## config.mk

```make
export PLATFORM = sky130hd
export DESIGN_NAME = jk_counter_reg
export DESIGN_NICKNAME = d
export VERILOG_FILES = /design/src/rtl/jk_pkg.sv /design/src/rtl/jk_cell.sv /design/src/rtl/jk_counter_reg.sv
export SDC_FILE = /design/constraint.sdc
export NUM_CORES = 1
export LEC_CHECK = 0
export ABC_CLOCK_PERIOD_IN_PS = 6960
export CAP_MARGIN = 20
export CELL_PAD_IN_SITES_DETAIL_PLACEMENT = 1
export CELL_PAD_IN_SITES_GLOBAL_PLACEMENT = 1
export CORE_MARGIN = 3
export CORE_UTILIZATION = 35
export DETAILED_ROUTE_END_ITERATION = 6
export PLACE_DENSITY = 0.95
export SYNTH_ARGS = -nofsm -noshare
export SYNTH_HDL_FRONTEND = slang
export SYNTH_HIERARCHICAL = 1
export SYNTH_SLANG_ARGS = --single-unit
```

## constraint.sdc

```tcl
create_clock -name CLK -period 6.96 [get_ports CLK]
set_input_delay 1.392 -clock CLK [delete_from_list [all_inputs] [get_ports CLK]]
set_output_delay 1.392 -clock CLK [all_outputs]
set_load 0.02 [all_outputs]
```

## src/rtl/jk_pkg.sv

```systemverilog
// jk_pkg: shared mode encoding and JK truth-table codes for jk_counter_reg
package jk_pkg;
  typedef enum logic [1:0] {JK_MODE_JK, JK_MODE_UP, JK_MODE_DN, JK_MODE_LD} jk_mode_e;
  localparam logic [1:0] JK_HOLD = 2'b00;
  localparam logic [1:0] JK_CLR  = 2'b01;
  localparam logic [1:0] JK_SET  = 2'b10;
  localparam logic [1:0] JK_TGL  = 2'b11;
endpackage

```

## src/rtl/jk_cell.sv

```systemverilog
// jk_cell: single JK bit with synchronous reset, enable and load override
module jk_cell
  import jk_pkg::*;
(
  input  logic CLK,
  input  logic RST,
  input  logic CE,
  input  logic rst_val,
  input  logic ld,
  input  logic d,
  input  logic j,
  input  logic k,
  output logic q
);
  logic q_d, q_q;
  always_comb
    q_d = !CE ? q_q :
          ld ? d :
          {j, k} == JK_TGL ? ~q_q :
          {j, k} == JK_SET ? 1'b1 :
          {j, k} == JK_CLR ? 1'b0 : q_q;
  always_ff @(posedge CLK)
    q_q <= RST ? rst_val : q_d;
  assign q = q_q;
endmodule

```

## src/rtl/jk_counter_reg.sv

```systemverilog
// jk_counter_reg: JK register bank with up/down toggle-chain counting, load, TC and sticky OVF
module jk_counter_reg
  import jk_pkg::*;
#(
  parameter int WIDTH = 8,
  parameter logic [WIDTH-1:0] RST_VAL = '0
) (
  input  logic             CLK,
  input  logic             RST,
  input  logic             CE,
  input  logic [1:0]       MODE,
  input  logic [WIDTH-1:0] J,
  input  logic [WIDTH-1:0] K,
  input  logic [WIDTH-1:0] D,
  output logic [WIDTH-1:0] Q,
  output logic [WIDTH-1:0] QB,
  output logic             TC,
  output logic             OVF
);
  jk_mode_e mode;
  logic ld, ovf_d, ovf_q;
  assign mode = jk_mode_e'(MODE);
  assign ld = mode == JK_MODE_LD;
  assign QB = ~Q;
  genvar i;
  generate
    for (i = 0; i < WIDTH; i++) begin : g_bit
      logic t_up, t_dn, cj, ck;
      if (i == 0) begin : g_lsb
        assign t_up = 1'b1;
        assign t_dn = 1'b1;
      end else begin : g_chain
        assign t_up = &Q[i-1:0];
        assign t_dn = &QB[i-1:0];
      end
      always_comb begin
        cj = mode == JK_MODE_JK ? J[i] : mode == JK_MODE_UP ? t_up : mode == JK_MODE_DN ? t_dn : 1'b0;
        ck = mode == JK_MODE_JK ? K[i] : mode == JK_MODE_UP ? t_up : mode == JK_MODE_DN ? t_dn : 1'b0;
      end
      jk_cell u_cell (
        .CLK    (CLK),
        .RST    (RST),
        .CE     (CE),
        .rst_val(RST_VAL[i]),
        .ld     (ld),
        .d      (D[i]),
        .j      (cj),
        .k      (ck),
        .q      (Q[i])
      );
    end
  endgenerate
  assign TC = CE & ~RST & ((mode == JK_MODE_UP & (&Q)) | (mode == JK_MODE_DN & ~(|Q)));
  always_comb
    ovf_d = !CE ? ovf_q : ld ? 1'b0 : TC ? 1'b1 : ovf_q;
  always_ff @(posedge CLK)
    ovf_q <= RST ? 1'b0 : ovf_d;
  assign OVF = ovf_q;
endmodule

```

==> flow_summary_export.csv, run 1 <==
group,metric,value,unit
sta,worst_slew_margin_rel,0.302,
clock_tree,cts_inserted_buffers,3,
finish,finish.instance_area,0.00196,mm2
global_routing,grt_pass1_vias,1419,
global_routing,grt.busiest_layer,"met2",
finish,antenna_cells,0,
clock_tree,cts_tree,"built",
pwr,irDropWorstVdd,0.0000556,V
finish,n_fill_cell,487,
sta,drv_slew,0,
sta,worst_slew_pin_slew,1050,ps
pwr,leakage_component_of_the_power,0.908,nW
clock_tree,clk-insertion-delay-late,250,ps
pwr,power.density_cell_area,144,mW/mm2
worst_setup_path,critPathBufInv,3,
die,ioPinCount,47,
logic_synthesis,syn_avg_cell_area,7.72,um2
finish,num-nets-final,283,
sta,final-hold-violation-count,0,
logic_synthesis,synth_edf_count,8,
clock_tree,cts.htree.levels,1,
worst_setup_path,critical_path.most_common_cell,"sky130_fd_sc_hd__clkdlybuf4s50_1",
global_routing,groute.layer.met3.usage,0.0130,
logic_synthesis,proportion_of_synthesized_chip_area_in_sequential_cells,0.188,
logic_synthesis,ys_types,30,
worst_setup_path,cp_startpoint_kind,"input port",
global_routing,globalRouteTotalUtil,0.184,
worst_setup_path,timing.critical_path.slowest_cell_delay,630,ps
logic_synthesis,synth.cell_area,0.00138,mm2
global_routing,grt_start_max_net_pins,27,
global_routing,antenna_violations_before_repair,0,
clock_tree,clkSlewWorstSetupHoldPaths,40,ps
detailed_routing,detail_route.wl_per_cell,14.7,um
global_routing,groute.layer.met2.usage,0.350,
run,cap_viol_max_count,0,
worst_setup_path,critical_path.max_fanout,6,
die,initial_core_util,0.369,
worst_setup_path,cp.arrival,3550,ps
logic_synthesis,postSynthRegisterBits,9,
detailed_routing,initialDrtViolationCount,51,
die,die_y,68.8,um
worst_setup_path,type_of_destination_of_the_critical_path,"output pin",
outcome,status,"complete, no violations",
logic_synthesis,syn-instance-count,179,
placed_design,place_hpwl,3080,um
detailed_routing,drtPass1Iterations,4,
die,fp.dieArea,0.00474,mm2
global_routing,use_met1,0.220,
logic_synthesis,area_share_of_the_largest_cell_type_after_synthesis,0.181,
global_routing,wire_length_of_the_first_global_routing_pass,6650,um
sta,max_freq,0.202,GHz
logic_synthesis,synth-main-ff-cell,"sky130_fd_sc_hd__edfxtp_1",
finish,final_core_util,0.523,
worst_setup_path,path_delay_family,"buffers and inverters",
clock_tree,cts_root_buf,"sky130_fd_sc_hd__clkbuf_8",
die,row_count,22,
detailed_routing,final_antenna_net_count,0,
logic_synthesis,synth_warnings,6,
placed_design,placement.io_buffers,46,
hold_path,class_of_the_tightest_hold_or_removal_check,"flip-flop to flip-flop",
logic_synthesis,yosys.area.top_type,"sky130_fd_sc_hd__ha_1",
detailed_routing,drt_drc_violations_left,0,
finish,seqCellArea,260,um2
clock_tree,cts_setup_buffers,0,
clock_tree,hold_fix_buffers_cts,0,
sta,post_route_setup_tns,0,ps
sta,rsz0062_at_grt,"no",
detailed_routing,dr_total_vias,1457,
sta,worst_clock_skew,15.3,ps
sta,timing.final.crit_share,0.710,
finish,multi_input_comb_area,0.00102,mm2
worst_setup_path,critical_path.slowest_cell,"sky130_fd_sc_hd__clkdlybuf4s50_1",
logic_synthesis,asyncSetResetFlopFracSynth,0,
finish,layout-area-overhead-vs-synth,41.8,%
logic_synthesis,synthTopCellsByArea,"sky130_fd_sc_hd__ha_1, sky130_fd_sc_hd__edfxtp_1, sky130_fd_sc_hd__nand2_1, sky130_fd_sc_hd__inv_1, sky130_fd_sc_hd__o31ai_2",
sta,setup_viol_count_final,0,
detailed_routing,via_cell_ratio,5.19,
die,die-width,68.8,um
worst_setup_path,critical_path_class,"input port to output pin",
placed_design,globalplace.congestion,0.780,
clock_tree,cts_repair_resize_count,0,
worst_setup_path,crit_chain,"clkdlybuf4s50_1 > inv_1 > ha_1 > and4_1 > nand3_1 > a21oi_1 > clkdlybuf4s50_1",
sta,fin_worst_hold_slack,458,ps
worst_setup_path,critical_path_required,5570,ps
sta,final.min_clock_period,4940,ps
die,core_region_area,0.00374,mm2
global_routing,grt_overflow_total,0,
detailed_routing,routed_wirelength,4120,um
clock_tree,cts_buffer_depth,2,
clock_tree,cts_sinks,9,
finish,share_of_cells_above_drive_strength_1,0.0901,
placed_design,place_area,0.00191,mm2
==> cells in the final DEF (no fill, tap or decap), types with 2 or more instances in the layout <==
| master | synthesis | layout |
|---|---|---|
| sky130_fd_sc_hd__clkdlybuf4s50_1 | 0 | 46 |
| sky130_fd_sc_hd__nand2_1 | 32 | 32 |
| sky130_fd_sc_hd__inv_1 | 28 | 28 |
| sky130_fd_sc_hd__ha_1 | 20 | 20 |
| sky130_fd_sc_hd__nor2_1 | 11 | 11 |
| sky130_fd_sc_hd__a21oi_1 | 10 | 10 |
| sky130_fd_sc_hd__nor2b_1 | 9 | 9 |
| sky130_fd_sc_hd__a21o_1 | 9 | 9 |
| sky130_fd_sc_hd__or2_1 | 8 | 8 |
| sky130_fd_sc_hd__a21oi_2 | 8 | 8 |
| sky130_fd_sc_hd__conb_1 | 1 | 8 |
| sky130_fd_sc_hd__o31ai_2 | 8 | 8 |
| sky130_fd_sc_hd__edfxtp_1 | 8 | 8 |
| sky130_fd_sc_hd__a211oi_1 | 3 | 3 |
| sky130_fd_sc_hd__a311oi_1 | 3 | 3 |
| sky130_fd_sc_hd__clkbuf_8 | 0 | 3 |
| sky130_fd_sc_hd__and3_1 | 2 | 2 |
| sky130_fd_sc_hd__a2bb2oi_1 | 2 | 2 |
| sky130_fd_sc_hd__nand4_1 | 2 | 2 |
| sky130_fd_sc_hd__a32oi_1 | 2 | 2 |
==> cell families after synthesis <==
| kind of cell | share of synthesized area |
|---|---|
| AO/OA/AOI/OAI | 0.280 |
| adder cells (fa/ha/maj) | 0.181 |
| buffers and inverters | 0.0924 |
| flip-flops | 0.188 |
| other | 0.00271 |
| AND/OR/NAND/NOR | 0.255 |
==> cell usage after synthesis, types with 2 or more instances <==
cell type and n:
sky130_fd_sc_hd__a211oi_1 3, sky130_fd_sc_hd__a21o_1 9, sky130_fd_sc_hd__a21oi_1 10, sky130_fd_sc_hd__a21oi_2 8, sky130_fd_sc_hd__a2bb2oi_1 2, sky130_fd_sc_hd__a311oi_1 3, sky130_fd_sc_hd__a32oi_1 2, sky130_fd_sc_hd__and3_1 2
sky130_fd_sc_hd__buf_4 2, sky130_fd_sc_hd__edfxtp_1 8, sky130_fd_sc_hd__ha_1 20, sky130_fd_sc_hd__inv_1 28, sky130_fd_sc_hd__nand2_1 32, sky130_fd_sc_hd__nand4_1 2, sky130_fd_sc_hd__nor2_1 11, sky130_fd_sc_hd__nor2b_1 9
sky130_fd_sc_hd__o31ai_2 8, sky130_fd_sc_hd__or2_1 8
==> area by class of cell <==
class	instances	share of cell area
Sequential cell	9	0.133
Multi-Input combinational cell	145	0.521
Inverter	28	0.0537
Timing Repair Buffer	47	0.239
Tap cell	48	0.0307
Clock buffer	4	0.0230
==> through the flow <==
stage	setup WS (ps)	cells	total power [W]
after floorplan	3100	186	0.000154
after global placement	2100	277	0.000208
after detailed placement	2030	277	0.000214
after CTS	2020	281	0.000284
after global routing	1900	281	0.000300
final	2020	281	0.000281
==> worst min-delay path: stages (launching register included) <==
cell	delay (ps)
sky130_fd_sc_hd__dfxtp_1	310
sky130_fd_sc_hd__inv_1	50
sky130_fd_sc_hd__a31oi_1	60
==> per-layer routing <==
| metal | vias to the layer above | share of wire |
|---|---|---|
| met5 | - | 0 |
| li1 | 715 | - |
| met3 | 9 | 0.039 |
| met2 | 39 | 0.53 |
| met4 | 0 | 0.015 |
| met1 | 694 | 0.41 |
==> flip-flops by register name, summed over array words and instances (netlist names) <==
name            flops
g_bit.u_cell/q      8
OVF                 1
==> worst paths after layout <==
check                      end              start  cells past startpoint  slack [ps]
max                         TC            MODE[1]                      7        2020
min                        OVF                OVF                      2         460
max reg2reg  g_bit[7].u_cell/q  g_bit[3].u_cell/q                      8        4370
min reg2reg                OVF                OVF                      2         460
==> where the power goes <==
group	total (W)	switching (W)	internal, W
clock	0.0000669	0.0000266	0.0000403
sequential	0.0000799	0.0000125	0.0000674
combinational	0.000134	0.0000689	0.0000656
Power figures use the tool's default switching activity.
==> run 2, diff against run 1 <==
Settings changed: ABC_CLOCK_PERIOD_IN_PS 6960 to 5100, CORE_UTILIZATION 35 to 33, PLACE_DENSITY 0.95 to 0.92.
Clock period 6.96 ns to 5.1 ns, I/O delays scaled along.
==> run 2 against run 1 <==
- combinational power rose by 35%
- global-route usage decreased by 1.4 points
- sequential power is 35% higher
- critical path type unchanged
==> flow_summary_export.csv, run 2 (synthesis results as in run 1) <==
group,metric,value,unit
finish,antenna_cells,0,
worst_setup_path,critical_path_required,4080,ps
detailed_routing,via_cell_ratio,5.07,
pwr,psw,0.000144,W
clock_tree,cts_repair_resize_count,0,
die,die-width,70.7,um
worst_setup_path,critical_path.most_common_cell,"sky130_fd_sc_hd__clkdlybuf4s50_1",
sta,fin_ws,936,ps
worst_setup_path,critical_path_class,"input port to output pin",
finish,n_fill_cell,486,
sta,setup_viol_count_final,0,
worst_setup_path,crit_chain,"clkdlybuf4s50_1 > inv_1 > ha_1 > and4_1 > nand3_1 > a21oi_1 > clkdlybuf4s50_1",
sta,post_route_setup_tns,0,ps
worst_setup_path,critical_path.slowest_cell,"sky130_fd_sc_hd__clkdlybuf4s50_1",
sta,final.min_clock_period,4160,ps
sta,final-hold-violation-count,0,
hold_path,whs_endpoint,"OVF",
placed_design,dp_slack,928,ps
pwr,power.density_cell_area,194,mW/mm2
worst_setup_path,r2r-end,"g_bit[7].u_cell/q",
pwr,sequentialPowerShare,0.285,
pwr,share_comb_of_total_power,0.476,
die,initial_core_util,0.358,
detailed_routing,dr_total_vias,1425,
pwr,leakage_component_of_the_power,0.908,nW
outcome,status,"complete, no violations",
worst_setup_path,critPathBufInv,3,
worst_setup_path,cp.arrival,3140,ps
finish,largest_register_ff_count,8,
clock_tree,cts_inserted_buffers,3,
die,fp.dieArea,0.00500,mm2
sta,drv_slew,0,
global_routing,antenna_violations_before_repair,0,
finish,layout-area-overhead-vs-synth,41.8,%
placed_design,globalplace.congestion,0.730,
run,cap_viol_max_count,0,
pwr,p_sw_frac,0.379,
sta,worst_slew_pin_slew,1060,ps
clock_tree,cts_tree,"built",
hold_path,min_path_cells,2,
sta,max_freq,0.240,GHz
clock_tree,clkSlewWorstSetupHoldPaths,50,ps
hold_path,hp-start,"OVF",
finish,multi_input_comb_area,0.00102,mm2
clock_tree,cts.htree.levels,1,
placed_design,place_hpwl,3140,um
worst_setup_path,timing.reg2reg.setup_slack,2570,ps
sta,rsz0062_at_grt,"no",
global_routing,grt_overflow_total,0,
finish,seqCellArea,260,um2
worst_setup_path,worst_r2r_startpoint,"g_bit[3].u_cell/q",
clock_tree,cts_buffer_depth,2,
hold_path,class_of_the_tightest_hold_or_removal_check,"flip-flop to flip-flop",
detailed_routing,initialDrtViolationCount,56,
global_routing,globalRouteTotalUtil,0.170,
detailed_routing,drtPass1Iterations,4,
finish,layout_common_cells,"sky130_fd_sc_hd__clkdlybuf4s50_1, sky130_fd_sc_hd__nand2_1, sky130_fd_sc_hd__inv_1, sky130_fd_sc_hd__ha_1, sky130_fd_sc_hd__nor2_1",
pwr,irDropWorstVdd,0.000128,V
placed_design,dpl.cell_count,277,
placed_design,placement.io_buffers,46,
die,core_region_area,0.00385,mm2
sta,timing.final.crit_share,0.817,
finish,num-nets-final,283,
worst_setup_path,timing.reg2reg.worst_path_depth,8,
sta,worst_clock_skew,1.31,ps
global_routing,wire_length_of_the_first_global_routing_pass,6900,um
die,die_y,70.7,um
detailed_routing,routed_wirelength,4010,um
detailed_routing,detail_route.wl_per_cell,14.3,um
sta,worst_slew_margin_rel,0.296,
worst_setup_path,type_of_destination_of_the_critical_path,"output pin",
global_routing,grt_pass1_vias,1459,
clock_tree,hold_fix_buffers_cts,0,
die,row_count,22,
detailed_routing,final_antenna_net_count,0,
worst_setup_path,timing.critical_path.slowest_cell_delay,630,ps
finish,final_core_util,0.508,
clock_tree,cts_sinks,9,
finish,share_of_cells_above_drive_strength_1,0.0901,
worst_setup_path,cp_startpoint_kind,"input port",
clock_tree,cts_setup_buffers,0,
worst_setup_path,critical_path.max_fanout,6,
pwr,internal_power,0.000236,W
clock_tree,clk-insertion-delay-late,240,ps
global_routing,grt_start_max_net_pins,27,
finish,post_route_non_filler_standard_cell_count,281,
sta,fin_worst_hold_slack,475,ps
pwr,clock_power_share,0.239,
clock_tree,cts_root_buf,"sky130_fd_sc_hd__clkbuf_8",
worst_setup_path,path_delay_family,"buffers and inverters",
finish,layout_commonest_cell,"sky130_fd_sc_hd__clkdlybuf4s50_1",
detailed_routing,drt_drc_violations_left,0,
die,ioPinCount,47,
## run 2: cell counts in the layout (fill, tap and decap cells not counted)
Identical to the previous run, type by type.
## run 2: cell type report
cell class,count,share of cell area
well taps,48,0.0307
repair buffers,47,0.239
flip-flops and latches,9,0.133
multi-input cells,145,0.521
clock buffers,4,0.0230
inverters,28,0.0537
## run 2: power groups by stage
stage	Combinational, W	Clock, W	Sequential, W
finish	0.000181	0.0000908	0.000108
global route	0.000201	0.0000980	0.000111
CTS	0.000183	0.0000954	0.000108
detailed placement	0.000182	0	0.000110
global placement	0.000175	0	0.000109
floorplan	0.0000975	0	0.000113
## run 2: worst register-to-register path: cells and delay by family (launching register included)
family | cells | cell delay, ps
buf+inv | 1 | 80
compound gates | 4 | 770
simple gates | 2 | 720
flops | 1 | 520
fa+ha+maj | 1 | 170
## run 2: worst max path at each step
stage,endpoint,cells after the start,start
6_report,TC,7,MODE[1]
3_5_place_dp,TC,7,MODE[1]
5_1_grt,TC,7,MODE[1]
4_1_cts,TC,7,MODE[1]
3_3_place_gp,TC,7,MODE[1]
2_1_floorplan,TC,6,MODE[1]
## run 2: through the flow
step	total power, W	cell area [um2]
floorplan	0.000211	1410
global placement	0.000284	1910
detailed placement	0.000292	1910
CTS	0.000387	1960
global route	0.000410	1960
finish	0.000380	1960
## run 2: routing by layer
| layer | wire length (um) | part of all wire | global-route usage |
|---|---|---|---|
| met1 | 1740 | 0.43 | 0.210 |
| met2 | 2090 | 0.52 | 0.304 |
| met3 | 170 | 0.042 | 0.0412 |
| met4 | 17 | 0.0042 | 0.0251 |
| met5 | 0 | 0 | 0 |
